File: config.mk
export PLATFORM = sky130hd
export DESIGN_NAME = carry_lookahead_adder_subtractor
export DESIGN_NICKNAME = d
export VERILOG_FILES = /design/src/rtl/carry_lookahead_adder_subtractor_pkg.sv /design/src/rtl/carry_lookahead_adder_subtractor_cla_block_4.sv /design/src/rtl/carry_lookahead_adder_subtractor.sv
export SDC_FILE = /design/constraint.sdc
export NUM_CORES = 1
export LEC_CHECK = 0
export BUFFER_PORTS_ARGS = -buffer_cell sky130_fd_sc_hd__buf_4
export CELL_PAD_IN_SITES_DETAIL_PLACEMENT = 1
export CELL_PAD_IN_SITES_GLOBAL_PLACEMENT = 1
export CORE_MARGIN = 10
export CORE_UTILIZATION = 29
export DETAILED_ROUTE_END_ITERATION = 10
export MAX_ROUTING_LAYER = met4
export PLACE_DENSITY_LB_ADDON = 0.2
export SLEW_MARGIN = 10
export SYNTH_ARGS = -nofsm -noshare
export SYNTH_HDL_FRONTEND = slang
export SYNTH_HIERARCHICAL = 1
export SYNTH_SLANG_ARGS = --single-unit
File: constraint.sdc
create_clock -name clk -period 1.85 [get_ports clk]
set_input_delay 0.185 -clock clk [delete_from_list [all_inputs] [get_ports clk]]
set_output_delay 0.185 -clock clk [all_outputs]
set_load 0.01 [all_outputs]
File: src/rtl/carry_lookahead_adder_subtractor_pkg.sv
`default_nettype none
// ============================================================================
//  Module      : cla_pkg
//  Description : Shared types and helpers for the carry-lookahead adder/
//                subtractor: lookahead group size, propagate/generate pair
//                and the associative propagate/generate combine operator.
//  Revision    : 1.0 - initial release
// ============================================================================
package cla_pkg;

    // Width of one first-level lookahead block.
    localparam int CLA_GROUP = 4;

    // Propagate/generate pair for a bit span.
    typedef struct packed {
        logic p;
        logic g;
    } pg_t;

    // Merge a higher-order span onto a lower-order span.
    function automatic pg_t pg_combine(input pg_t hi, input pg_t lo);
        pg_t r;
        r.p = hi.p & lo.p;
        r.g = hi.g | (hi.p & lo.g);
        return r;
    endfunction

endpackage
`default_nettype wire

File: src/rtl/carry_lookahead_adder_subtractor_cla_block_4.sv
`default_nettype none
// ============================================================================
//  Module      : cla_block_4
//  Description : 4-bit carry-lookahead block. Internal carries are fully
//                expanded sum-of-products (no ripple). Exports group
//                propagate/generate for the second-level lookahead.
//  Revision    : 1.0 - initial release
// ============================================================================
module cla_block_4
    import cla_pkg::*;
(
    input  logic [3:0] a,
    input  logic [3:0] b,
    input  logic       cin,
    output logic [3:0] s,
    output logic       pg,
    output logic       gg,
    output logic       cout
);

    logic [3:0] w_p;
    logic [3:0] w_g;
    logic [4:0] w_c;

    // Bit propagate/generate, expanded carries, sums and group terms.
    always_comb begin
        w_p = a ^ b;
        w_g = a & b;

        w_c[0] = cin;
        w_c[1] = w_g[0]
               | (w_p[0] & cin);
        w_c[2] = w_g[1]
               | (w_p[1] & w_g[0])
               | (w_p[1] & w_p[0] & cin);
        w_c[3] = w_g[2]
               | (w_p[2] & w_g[1])
               | (w_p[2] & w_p[1] & w_g[0])
               | (w_p[2] & w_p[1] & w_p[0] & cin);
        w_c[4] = w_g[3]
               | (w_p[3] & w_g[2])
               | (w_p[3] & w_p[2] & w_g[1])
               | (w_p[3] & w_p[2] & w_p[1] & w_g[0])
               | (w_p[3] & w_p[2] & w_p[1] & w_p[0] & cin);

        s    = w_p ^ w_c[3:0];
        pg   = &w_p;
        gg   = w_g[3]
             | (w_p[3] & w_g[2])
             | (w_p[3] & w_p[2] & w_g[1])
             | (w_p[3] & w_p[2] & w_p[1] & w_g[0]);
        cout = w_c[4];
    end

endmodule
`default_nettype wire

File: src/rtl/carry_lookahead_adder_subtractor.sv
`default_nettype none
// ============================================================================
//  Module      : carry_lookahead_adder_subtractor
//  Description : Registered two's-complement adder/subtractor. control=0
//                gives A+B+Cin, control=1 gives A+~B+Cin. Two-level
//                carry lookahead, one-cycle latency, one op per cycle.
//  Revision    : 1.0 - initial release
// ============================================================================
module carry_lookahead_adder_subtractor
    import cla_pkg::*;
#(
    parameter int WIDTH = 4,
    parameter int GROUP = 4
) (
    input  logic             clk,
    input  logic             rst_n,
    input  logic [WIDTH-1:0] A,
    input  logic [WIDTH-1:0] B,
    input  logic             Cin,
    input  logic             control,
    output logic [WIDTH-1:0] sum,
    output logic             Cout,
    output logic             ovf
);

    localparam int C_NUM_GROUPS = WIDTH / GROUP;

    // Refuse to elaborate a width the block structure cannot tile.
    if ((GROUP != CLA_GROUP) || (WIDTH < GROUP) || ((WIDTH % GROUP) != 0)) begin : g_width_check
        $error("carry_lookahead_adder_subtractor: WIDTH must be a non-zero multiple of GROUP=4");
    end

    logic [WIDTH-1:0]        w_bb;
    logic [WIDTH-1:0]        w_sum;
    logic [C_NUM_GROUPS-1:0] w_pg;
    logic [C_NUM_GROUPS-1:0] w_gg;
    logic [C_NUM_GROUPS-1:0] w_blk_cout;
    logic [C_NUM_GROUPS:0]   w_gc;
    logic                    w_c_msb;
    logic                    w_ovf;

    logic [WIDTH-1:0]        r_sum;
    logic                    r_cout;
    logic                    r_ovf;

    // Carry into group k computed directly from all lower groups and Cin,
    // so no group waits on its neighbour's carry.
    function automatic logic f_group_carry(
        input int                      k,
        input logic [C_NUM_GROUPS-1:0] pg,
        input logic [C_NUM_GROUPS-1:0] gg,
        input logic                    cin
    );
        pg_t acc;
        acc.p = 1'b0;
        acc.g = cin;
        for (int j = 0; j < C_NUM_GROUPS; j++) begin
            if (j < k) begin
                acc = pg_combine(pg_t'{p: pg[j], g: gg[j]}, acc);
            end
        end
        return acc.g;
    endfunction

    assign w_bb    = B ^ {WIDTH{control}};
    assign w_gc[0] = Cin;

    for (genvar k = 0; k < C_NUM_GROUPS; k++) begin : g_groups
        cla_block_4 u_blk (
            .a    (A[k*GROUP +: GROUP]),
            .b    (w_bb[k*GROUP +: GROUP]),
            .cin  (w_gc[k]),
            .s    (w_sum[k*GROUP +: GROUP]),
            .pg   (w_pg[k]),
            .gg   (w_gg[k]),
            .cout (w_blk_cout[k])
        );
    end

    for (genvar k = 1; k <= C_NUM_GROUPS; k++) begin : g_lookahead
        assign w_gc[k] = f_group_carry(k, w_pg, w_gg, Cin);
    end

    // Signed overflow: carry into the MSB recovered from its sum bit,
    // compared with the carry leaving the top block.
    assign w_c_msb = w_sum[WIDTH-1] ^ A[WIDTH-1] ^ w_bb[WIDTH-1];
    assign w_ovf   = w_c_msb ^ w_blk_cout[C_NUM_GROUPS-1];

    // Output register stage; reset clears the result and drops any in-flight op.
    always_ff @(posedge clk) begin
        if (!rst_n) begin
            r_sum  <= '0;
            r_cout <= 1'b0;
            r_ovf  <= 1'b0;
        end else begin
            r_sum  <= w_sum;
            r_cout <= w_gc[C_NUM_GROUPS];
            r_ovf  <= w_ovf;
        end
    end

    assign sum  = r_sum;
    assign Cout = r_cout;
    assign ovf  = r_ovf;

endmodule
`default_nettype wire

==> out/results.txt, run 1 <==
The run gives 0.3605 nW as the leakage power. The count of buffering cells on the critical path with inverters included is 1, and the die area is 0.003432 sq mm. The maximum resistive drop on vdd came out at 0.0002431 V. Clock-pin slew reported for the worst setup and hold paths after clock tree synthesis: 40 ps.

The post-detailed-route wirelength per cell was 11.80 um; the fmax was 565.3 MHz. The critical path goes through buf_6, xor2_1, ha_1, a41oi_2, o21ai_2, xor2_2, xnor3_1, xnor2_1, and2_1. For the worst setup path, the data required time is 1980 ps. The final period demand of the worst path came out at 1769 ps.

The master of the slowest instance on the critical path is xnor3_1. The power share of the combinational group is 0.494, and the share of total power in sequential cells is 0.297. Top cell family by delay on the critical path: XOR/XNOR gates.

The run gives 42 as the post-synthesis cell count. TritonCTS built the clock tree. The number of diodes was 0; the clock power share was 0.209. Proportion of synthesized chip area in sequential cells: 0.2783. Maximum number of buffers from clock root to sink: 2. The post-route total power came out at 0.5430 mW.

The detailed-route DRC error count was 0. Buffers inserted to repair hold after CTS numbered 0. TritonCTS created 3 clock buffers.

The logs give 60 for the post-synth net total and 18 for the number of placed I/O pins. The top cell types in the final layout, fill and taps aside, are buf_4, dfxtp_1, and2_1, inv_1, ha_1. Timing startpoint of the critical path: control.

The run gives 0 as the global-route congestion overflow total. The die is 58.58 um tall. Switching share of power: 0.2867. Number of global-route vias before repair: 426. The detailed router placed 385 vias in this run. Setup violations remaining at the end of the flow were counted as 0. The run gives 431.7 sq um as the post-synth design cell area. Fraction of the cycle the final worst path needs: 0.9562. The worst setup path is of the in2reg kind.

The placed instances occupy a cell area of 641.9 sq um. Setup repair after global routing left no endpoint under its margin. Routability-driven placement finished with a final weighted congestion of 0.7174. The run gives 1 as the detailed router's first-iteration violation count. For the pin with the worst max-slew slack, the measured transition is 193.2 ps. After routing the design area is 690.7 sq um.

The number of clock sinks seen by CTS came out at 6. From synthesis to final layout, the design area changed by 60.00%. The number of standard-cell rows in the floorplan was 13. The initial core utilization was 0.3197; the share of post-route cells with drive strength above 1 was 0.5000. The logs give 0.001350 sq mm for the area of the core region and 0.3873 mW for the internal power summed over all cells.

The power per cell area was 786.2 mW/mm^2. For this run, the slowest stage of the critical path takes 350 ps. The path class of the lowest-slack min-delay path was in2reg. Dividing the detail-routed via count by the number of cells gives 4.529.

The logs give 1 for the number of levels the H-tree was split into and 1662 um for the first-pass GRT wire length. For the first-pass detailed-route iteration total, the log shows 2. Data on the critical path arrives at its endpoint at 1900 ps. The sum of net half-perimeters after detailed placement is 921.6 um, and the remaining max-slew budget at the tightest pin is 0.8712. In this run the mean area of a mapped cell was 10.28 sq um. The logs give 6 for the number of warning messages in the yosys log and 0 for the count of endpoints failing hold in the final timing report. The most common library cell in the layout ignoring fill and taps is buf_4. Max-cap violations in this run came to 0.

The cell sitting at the root of the clock tree is a clkbuf_4. The worst setup path is captured at a flop. The flow ran to the end, and the final reports show no timing, DRC or antenna violations. STA classifies the critical path startpoint as a primary input.

After synthesis, the netlist uses 16 different library cells. The switching power of the nets came out at 0.1557 mW. Total wire length after detailed routing: 1003 um. The remaining antenna violation count came out at 0.

The critical hold path startpoint is rst_n. The overall track demand over capacity in global routing was 0.06244; the count of state elements after synthesis was 6. After the last flow step, the layout net total stands at 90.

The maximum number of pins on one net before global-route repair came out at 7. The layout has 178 filler cells. Along the worst path, the maximum fanout reaches 4.

The floorplan step set the die width to 58.58 um. The quantity of I/O buffers inserted on ports was 17. The number of antenna violations at the first check in global routing is 0, and the aggregate negative setup slack is 0 ps.

The tools report the count of pins over their slew limit as 0.
worst paths after layout:
kind,to,slack (ps),cells past startpoint
worst max-delay path,ovf,80,9
worst min-delay path,ovf,190,2
Yosys cell counts:
library cell | number | share of area
inv_1 | 5 | 0.043
xnor2_1 | 3 | 0.061
o21ai_2 | 1 | 0.020
dfxtp_1 | 6 | 0.28
ha_1 | 5 | 0.14
xor2_2 | 1 | 0.038
fa_1 | 1 | 0.046
a21oi_1 | 3 | 0.035
nor2b_1 | 1 | 0.015
and4_2 | 1 | 0.023
xnor3_1 | 1 | 0.052
o21bai_1 | 1 | 0.017
xor2_1 | 4 | 0.081
and2_1 | 5 | 0.072
a21o_1 | 3 | 0.052
a41oi_1 | 1 | 0.020
metal layers:
layer / up-vias / track usage / share of wire
li1: 193 / - / -
met1: 176 / 0.05918 / 0.39
met2: 14 / 0.1002 / 0.51
met3: 2 / 0.02361 / 0.090
met4: 0 / 0.04918 / 0.0080
met5: - / - / 0
area by class of cell:
type / instances / area [sq um] / share of cell area
clock buffer: 3 / 22.52 / 0.03261
inverter: 5 / 18.77 / 0.02717
multi-input combinational: 31 / 319.1 / 0.4620
sequential: 6 / 120.1 / 0.1739
tap: 15 / 18.77 / 0.02717
timing repair buffer: 25 / 191.4 / 0.2772
cell families after synthesis:
logic type      Yosys count  synth area share
compound gates            9            0.1449
fa+ha+maj                 6            0.1913
flops                     6            0.2783
xor+xnor                  9            0.2319
buf+inv                   5           0.04348
simple gates              7            0.1102
per-stage QoR:
step           hold WS [ps]  setup slack (ps)  utilization  instances
2_1_floorplan         306.7             13.10            -         42
3_3_place_gp          432.7            -170.0       0.4754         81
3_5_place_dp          430.5            -208.7       0.4754         81
4_1_cts               179.7             41.16       0.4921         84
5_1_grt               195.4             15.43       0.5116         85
6_report              185.2             80.99       0.5116         85
registers in the layout (all words and copies together) (netlist names):
name	count
sum	4
Cout	1
ovf	1
power by group through the flow:
stage	Sequential, mW	Combinational [mW]	Clock, mW
4_1_cts	0.162	0.258	0.120
5_1_grt	0.163	0.300	0.125
2_1_floorplan	0.178	0.131	0
3_5_place_dp	0.164	0.258	0
6_report	0.161	0.268	0.114
3_3_place_gp	0.163	0.250	0
what timing repair did:
action,CTS,global route
buffers inserted,0,1
endpoints found under the setup margin,0,1
resized for setup,0,3
Note: power is estimated with default switching activity, not from simulation.
==> inputs of run 2 (changes only) <==
--- a/config.mk
+++ b/config.mk
@@ -5,15 +5,17 @@
 export SDC_FILE = /design/constraint.sdc
 export NUM_CORES = 1
 export LEC_CHECK = 0
+export ABC_AREA = 1
 export BUFFER_PORTS_ARGS = -buffer_cell sky130_fd_sc_hd__buf_4
 export CELL_PAD_IN_SITES_DETAIL_PLACEMENT = 1
 export CELL_PAD_IN_SITES_GLOBAL_PLACEMENT = 1
 export CORE_MARGIN = 10
-export CORE_UTILIZATION = 29
+export CORE_UTILIZATION = 28
+export CTS_CLUSTER_DIAMETER = 50
 export DETAILED_ROUTE_END_ITERATION = 10
 export MAX_ROUTING_LAYER = met4
 export PLACE_DENSITY_LB_ADDON = 0.2
-export SLEW_MARGIN = 10
+export SLEW_MARGIN = 20
 export SYNTH_ARGS = -nofsm -noshare
 export SYNTH_HDL_FRONTEND = slang
 export SYNTH_HIERARCHICAL = 1
==> run 2 against run 1 <==
Critical path depth is 5 higher. Worst setup slack better by 180 ps. First-iteration DRC count is 100% higher. Worst hold slack worse by 15 ps. Via count is 30% higher. Routed wire length is 12% higher. Critical path type unchanged. Combinational power is 18% lower. Sequential power is 4% lower. Design area is 3.1% lower.
==> out/results.txt, run 2 <==
The run finished with clean final reports. The run gives 3 as the first-pass detailed-route iteration total. Detailed routing inserted a total of 500 vias.

Counting every net in the synthesized netlist gives 90. Counting the fill cells in the layout gives 212. In this run the worst path has a maximum fanout of 5.

Summing every instance area after synthesis gives 484.2 sq um. The share of post-route cells with drive strength above 1 is 0.2553, and the count of pins over their slew limit is 0. Summed over all nets, wire length on met3 after detailed routing comes to 58 um. The initial core utilization is 0.3071, and the count of endpoints failing hold in the final timing report is 0.

The async set-reset flop share out of synthesis was 0; the area occupied by multi-input gates was 304.0 sq um. The number of antenna violations at the first check in global routing was 0. The worst setup path is captured at a flop.

OpenSTA, run right after detailed placement, puts the worst setup slack at -1.120 ps. The register with the most flip-flops in the layout has 4 of them. The number of diodes was 0. Synthesis inferred 6 register bits. The number of global-route vias before repair came out at 478. Sorting the synthesized cells by area gives the leading types as dfxtp_1, nand2_1, ha_1.

The tools report the proportion of synthesized chip area in sequential cells as 0.2481. Data on the critical path arrives at its endpoint at 1730 ps. The remaining max-slew budget at the tightest pin was 0.7935. The run gives 3 as the number of CTS-inserted buffers. TritonCTS built the clock tree. For the number of placed I/O pins, the log shows 18. The area growth from synthesis to layout came out at 38.24%. After detailed routing, the average wire length per cell comes to 10.25 um. After detailed routing, the wire length on met1 is 539 um. For the number of clock sinks seen by CTS, the log shows 6. The tools report the overall track demand over capacity in global routing as 0.06899.

The die height works out to 61.59 um. Entering global routing, the biggest net connects 7 pins. STA classifies the critical path startpoint as a primary input.

The fraction of the cycle the final worst path needs works out to 0.8605. Number of standard-cell rows in the floorplan: 14. nand2_1 is the most common cell in the netlist. The worst hold path belongs to the class in2reg. Yosys mapped the design onto 14 distinct sky130hd cell types. The remaining antenna violation count was 0. Dividing the detail-routed via count by the number of cells gives 4.545.

After detailed routing, the total wire length is 1127 um. On the final layout, the worst hold slack is 169.9 ps. Each instance of the synthesized netlist takes up on average 6.725 sq um. In the routed design, unresolved DRC markers number 0. The prevailing post-synth register cell was dfxtp_1. The die area is 0.003793 sq mm.

The worst setup path is of the in2reg kind. The number of hold buffers added after CTS was 0. Detailed placement finished with a half-perimeter wire length of 1002 um.

The slew at the pin with the worst max-slew slack was 308.6 ps; the first-pass GRT wire length was 1897 um. The maximum number of buffers from clock root to sink was 2. The tools report the clock tree root buffer cell as clkbuf_4. The tools report the number of warning messages in the yosys log as 6.

The analysis attributes to cell leakage a power of 0.4093 nW. The maximum resistive drop on vdd is 0.0001887 V, and the count of maximum capacitance violations is 0. For the worst setup path, the data required time is 1990 ps. Power spread over the standard cell area amounts to 739.5 mW/mm^2.

Setup slack on the critical path of the routed design comes to 258.2 ps. The quantity of I/O buffers inserted on ports works out to 17. The congestion estimate from routability-driven global placement came to 0.8311.

Setup repair after global routing left no endpoint under its margin. The met2 wire length was 494 um; the final-stage net count was 114. Counting instances in the post-synthesis netlist gives the leading cell types as nand2_1, inv_1, dfxtp_1, nand3_1, ha_1.

The fmax is 628.2 MHz, and the global-route congestion overflow total is 0. The run gives 0 as the setup-violating endpoint count in the final report. After clock tree synthesis, the repair step resized 0 gates.

The number of levels the H-tree was split into was 1. The share of the synthesized area in the top cell type was 0.2481. The top cell types in the final layout, fill and taps aside, are nand2_1, buf_4, inv_1. Library cell with the largest summed area after synthesis: dfxtp_1. The total area inside the core boundary comes to 0.001577 sq mm. The number of post-CTS setup repair buffers was 0; the post-synthesis cell count was 72.

After clock tree synthesis, the clock-pin slew on the worst setup and hold paths is 40 ps. The library cell used most frequently in the layout, excluding fill and tap cells, is nand2_1. The die is 61.59 um wide. In this run, synthesis inferred 0 flip-flops with an integrated enable.

The share of the core filled with cells was 0.4246. For the finished layout, the period the worst path requires is 1592 ps. The detailed router finished its first iteration with 2 violations. The sequential standard cell area came out at 120.1 sq um. The highest layer touched by signal routing is met4.
## run 2: changes by cell type after synthesis, sizes merged, moves of 2 or more
cell   previous run  this run
and2              5         0
a21o              3         0
nand2             0        22
nand3             0         7
inv               5        16
nand4             0         2
xor2              5         3
nor2              0         3
## run 2: cell type report
cell class,instances,area share
Inverter,16,0.08972
Multi-Input combinational cell,50,0.4542
Tap cell,16,0.02991
Sequential cell,6,0.1794
Clock buffer,3,0.03364
Timing Repair Buffer,19,0.2131
## run 2: cells by family after synthesis
family / Yosys count / synth area share
compound gates: 3 / 0.03100
xor+xnor: 5 / 0.09046
fa+ha+maj: 6 / 0.1705
buf+inv: 16 / 0.1240
flops: 6 / 0.2481
simple gates: 36 / 0.3359
## run 2: metal layers
metal  track usage  up-vias
met5             -        -
met4       0.06688        0
met3       0.01440        4
met2        0.1127       17
met1       0.06590      215
li1              -      264
## run 2: critical path, stage by stage
cell and delay, ps:
buf_4 130, xor2_1 160, ha_1 340, or2_0 210, nand2_1 80, nand2_1 50, nand2_1 50, nand2_1 80
inv_1 60, nand2_1 60, nand2_1 60, nand2_1 70, a21oi_1 130, nor2_1 60
## run 2: path summary, 6_finish.rpt
check  cells past startpoint  slack, ps     from      to
max                       14        260  control     ovf
min                        3        170    rst_n  sum[0]
## run 2: through the flow
step | power [mW] | instances | area [sq um] | TNS, ps
2_1_floorplan | 0.2954 | 72 | 484.2 | 0
3_3_place_gp | 0.3774 | 107 | 646.9 | -1.793
3_5_place_dp | 0.3823 | 107 | 646.9 | -1.120
4_1_cts | 0.5059 | 110 | 669.4 | 0
5_1_grt | 0.5470 | 110 | 669.4 | 0
6_report | 0.4950 | 110 | 669.4 | 0
## run 2: power by group
part | internal (mW) | switching [mW] | leakage, nW
Clock | 0.0733 | 0.0463 | 0.0138
Sequential | 0.150 | 0.00438 | 0.0500
Combinational | 0.104 | 0.117 | 0.346
